<file path="src/rtl/pipe_stall_ctrl.sv">
// Pipeline sequencing controller: merges ID/EX/MEM stall requests and exception flush
// into the per-stage hold vector, and owns the EX multi-cycle occupancy counter.
module pipe_stall_ctrl #(
    parameter int CNT_W  = 6,
    parameter int PERF_W = 32
) (
    input  logic              clk,
    input  logic              rst,
    input  logic              stallreq_id,
    input  logic              ex_mc_start,
    input  logic [CNT_W-1:0]  ex_mc_cycles,
    input  logic              ex_mc_cancel,
    input  logic              stallreq_mem,
    input  logic              flush_req,
    output logic [5:0]        stall,
    output logic              flush,
    output logic              mc_busy,
    output logic [PERF_W-1:0] stall_cycles
);

    typedef enum logic {
        IDLE    = 1'b0,
        MC_BUSY = 1'b1
    } state_e;

    state_e              state_q, state_d;
    logic [CNT_W-1:0]    remaining_q, remaining_d;
    logic [PERF_W-1:0]   stall_cycles_q;
    logic                mcLong;
    logic                exStall;

    assign mcLong = (ex_mc_cycles >= CNT_W'(2));

    // The final EX cycle (remaining==1) releases the stall so the result can advance.
    always_comb begin
        exStall = 1'b0;
        if (state_q == IDLE) begin
            exStall = ex_mc_start && mcLong && !ex_mc_cancel;
        end else begin
            exStall = (remaining_q != CNT_W'(1)) && !ex_mc_cancel;
        end
    end

    always_comb begin
        stall = 6'b000000;
        flush = 1'b0;
        if (!rst) begin
            if (flush_req) begin
                flush = 1'b1;
            end else if (stallreq_mem) begin
                stall = 6'b011111;
            end else if (exStall) begin
                stall = 6'b001111;
            end else if (stallreq_id) begin
                stall = 6'b000111;
            end
        end
    end

    always_comb begin
        state_d     = state_q;
        remaining_d = remaining_q;
        if (flush_req || ex_mc_cancel) begin
            state_d     = IDLE;
            remaining_d = '0;
        end else if (state_q == IDLE) begin
            if (ex_mc_start && mcLong) begin
                state_d     = MC_BUSY;
                remaining_d = ex_mc_cycles - CNT_W'(1);
            end
        end else if (!stallreq_mem) begin
            if (remaining_q > CNT_W'(1)) begin
                remaining_d = remaining_q - CNT_W'(1);
            end else begin
                state_d     = IDLE;
                remaining_d = '0;
            end
        end
    end

    always_ff @(posedge clk or posedge rst) begin
        if (rst) begin
            state_q        <= IDLE;
            remaining_q    <= '0;
            stall_cycles_q <= '0;
        end else begin
            state_q     <= state_d;
            remaining_q <= remaining_d;
            if ((stall != 6'b000000) && (stall_cycles_q != {PERF_W{1'b1}})) begin
                stall_cycles_q <= stall_cycles_q + PERF_W'(1);
            end
        end
    end

    assign mc_busy      = (state_q == MC_BUSY);
    assign stall_cycles = stall_cycles_q;

endmodule

</file>
<file path="config.mk">
export PLATFORM = sky130hd
export DESIGN_NAME = pipe_stall_ctrl
export DESIGN_NICKNAME = d
export VERILOG_FILES = /design/src/rtl/pipe_stall_ctrl.sv
export SDC_FILE = /design/constraint.sdc
export NUM_CORES = 1
export LEC_CHECK = 0
export BUFFER_PORTS_ARGS = -buffer_cell sky130_fd_sc_hd__buf_2
export CAP_MARGIN = 15
export CORE_MARGIN = 2
export CORE_UTILIZATION = 40
export CTS_BUF_LIST = sky130_fd_sc_hd__clkbuf_16
export CTS_CLUSTER_DIAMETER = 30
export CTS_CLUSTER_SIZE = 20
export DETAILED_ROUTE_END_ITERATION = 16
export PLACE_DENSITY = 0.72
export SLEW_MARGIN = 10
export SYNTH_ARGS = -nofsm -noshare
export SYNTH_HDL_FRONTEND = slang
export SYNTH_SLANG_ARGS = --single-unit
</file>
<file path="constraint.sdc">
create_clock -name clk -period 2.4 [get_ports clk]
set_input_delay 0 -clock clk [delete_from_list [all_inputs] [get_ports clk]]
set_output_delay 0 -clock clk [all_outputs]
set_load 0.005 [all_outputs]
</file>
==> impl_metrics.ini <==
[power]
clkPwrFrac = 0.335
ir_worst_vdd_mv = 0.553
swShare = 0.291
pwr-share-comb = 0.192
p_leak_nw = 1.33
pwr-share-seq = 0.473
power_density_mw_per_mm2 = 649
power.internal_w = 0.00127
p_sw_w = 0.000521

[min_path]
holdCritPathClass = input port to register
hold_path.startpoint = ex_mc_cancel

[synthesis]
yosysSeqAreaShare = 0.415
yosysWarnings = 0
netlist_area_mm2 = 0.00235
ys_types = 51
async_flop_share = 1.00
syn_area_per_cell_um2 = 9.75
syn-num-nets = 259
synth_cells = 241
ys_ff_latch = 39
synth-edff-count = 0
ys.flop_type = dfrtp_1

[layout]
instances_no_fill = 362
nets = 309
n_antenna_cell = 0
drive_above_1_share = 0.255
seq_area_um2 = 976
nFillCells = 520
areaGrowthSynthToFinish_pct = 17.6
multi_input_area_mm2 = 0.00125
final_util = 0.496

[grt]
antenna_found_initial = 0
grt_util_all_layers = 0.178
first_global_vias = 1862
grt_overflow = 0
grt_max_degree = 38
grt_pass1_wl_um = 8890

[floorplan]
io_pins = 53
die_w_um = 80.6
initial_core_util = 0.422
die_y_um = 80.6
core_mm2 = 0.00557
die_area_mm2 = 0.00650
num_rows = 27

[clock_tree]
cts_setup_buffers = 0
clk-insertion-delay-late_ns = 0.28
clock_sinks = 39
htree_num_levels = 2
numCtsBuffers = 5
cts_resized = 0
path_clk_slew_ns = 0.05
clock-root-buffer = clkbuf_16
cts_tree = yes
clock_path_buffers = 2

[placed_design]
dp_cells = 355
gp_routability_congestion = 0.857
port_buffers = 51
dp_hpwl_um = 3800

[drt]
drc = 0
drt_iter0_markers = 200
routed_wl_um = 5250
vias = 1973
wl_per_cell_um = 14.5
ant_nets = 0
firstDrtPassIters = 4
avgViaCountPerCell = 5.45

[critical_path]
worstSetupStartpoint = stall_cycles[3]
crit_path_cell_trace = and4_1 -> and3_1 -> and4_4 -> nor2_4 -> mux2_4
worstSetupStartpointType = register
arrival_ns = 2.16
required_ns = 2.56
crit_path_end_kind = register
cp_slowest_cell = dfrtp_1
max_stage_delay_ns = 0.43
worst-setup-path-type = register to register
worstReg2RegStart = stall_cycles[3]
worstPathMaxFanout = 13

[timing]
fin_crit_sh = 0.831
fin_skew_ns = 0.00365
setup_viol_count_final = 0
drv_slew = 0
max_freq_mhz = 502
rsz0062_at_grt = false
period_needed_ns = 1.99
tns_ns = 0
hold_viol = 0

[outcome]
status = finished, final reports clean

[flow_run]
max_cap_violations = 0
[what timing repair did]
action,CTS,global route
setup endpoints to repair,0,0
hold buffers,1,0
endpoints found under the hold margin,39,0
[final timing paths]
kind	endpoint	cells past startpoint	slack, ns
worst max-delay path	stall_cycles[1]	5	0.41
max in group asynchronous	stall_cycles[21]	4	1.57
min in group asynchronous	remaining_q[5]	3	0.17
worst max register to register	stall_cycles[1]	5	0.41
worst min-delay path	mc_busy	4	0.03
worst min register to register	stall_cycles[31]	1	0.49
[metrics by stage]
step | total power [W] | instance area [um^2] | hold slack (ns) | setup slack, ns
6_report | 0.00179 | 2760 | 0.0303 | 0.406
5_1_grt | 0.00190 | 2760 | 0.0365 | 0.252
4_1_cts | 0.00181 | 2760 | 0.0313 | 0.383
3_5_place_dp | 0.00120 | 2630 | -0.0959 | 0.445
3_3_place_gp | 0.00119 | 2630 | -0.102 | 0.451
2_1_floorplan | 0.00105 | 2350 | 0.0302 | 0.613
[registers in the layout, summed over array words and instances (netlist names)]
| register | flops |
|---|---|
| stall_cycles | 32 |
| remaining_q | 6 |
| mc_busy | 1 |
[metal layers]
metal	vias to the layer above	GRT usage	wire length, um
li1	963	-	-
met1	941	0.253	2510
met2	62	0.254	2310
met3	7	0.0506	361
met4	0	0.0678	74
met5	-	0	0
[critical path: cells and delay by family (launching register included)]
| kind | cells | cell delay (ns) |
|---|---|---|
| AND/OR/NAND/NOR | 4 | 1.14 |
| flip-flops | 1 | 0.43 |
| multiplexers | 1 | 0.30 |
[power by group through the flow]
stage,registers [W],logic (W),clock network (W)
final,0.000848,0.000345,0.000600
after global routing,0.000863,0.000387,0.000646
after CTS,0.000845,0.000349,0.000616
after detailed placement,0.000854,0.000345,0
after global placement,0.000842,0.000350,0
after floorplan,0.000842,0.000210,0
[final cells by class]
class | count | area share
clock buffer | 5 | 0.0453
clock inverter | 1 | 0.00136
inverter | 8 | 0.0109
multi-input combinational | 182 | 0.453
sequential | 39 | 0.353
tap | 72 | 0.0326
timing repair buffer | 55 | 0.104
[cell usage in the layout, fill, tap and decap left out, types with 2 or more instances in the layout]
cell type,n
a21oi_1,8
and4_1,4
nor4_1,12
and4_4,2
xor2_1,27
a211oi_1,2
buf_2,51
nand3_1,12
xnor2_1,6
clkbuf_16,5
and3_1,6
dfrtp_1,39
o211ai_1,2
inv_1,8
or3_1,2
nand4_1,9
nor3_1,15
and2_1,2
nor3b_1,3
nand2_1,18
o21ai_0,8
nor4b_1,2
ha_1,5
nor2_1,16
buf_4,3
[cells by family (layout without fill, tap and decap cells)]
family,after synthesis,after routing,share of synthesized area
and+or+nand+nor,112,112,0.275
DFF,39,39,0.415
xor gates and xnor gates,33,33,0.123
AOI/OAI and AO/OA,30,30,0.100
buffers and inverters,20,69,0.0522
adders and majority gates,5,5,0.0266
other,1,1,0.00160
muxes,1,1,0.00639
[cell usage after synthesis (all sizes together), types with 3 or more instances]
| library cell | number | area share |
|---|---|---|
| nand3 | 12 | 0.026 |
| a21oi | 8 | 0.017 |
| nor4 | 13 | 0.037 |
| ha | 5 | 0.027 |
| buf | 10 | 0.036 |
| and3 | 6 | 0.016 |
| nor3b | 3 | 0.0096 |
| nor4b | 3 | 0.014 |
| dfrtp | 39 | 0.42 |
| xor2 | 27 | 0.10 |
| xnor2 | 6 | 0.022 |
| inv | 8 | 0.013 |
| and4 | 6 | 0.024 |
| nor3 | 16 | 0.039 |
| nand2 | 19 | 0.031 |
| nor2 | 17 | 0.030 |
| nand4 | 9 | 0.024 |
| o21ai | 8 | 0.017 |
Note: power is estimated with default switching activity, not from simulation.
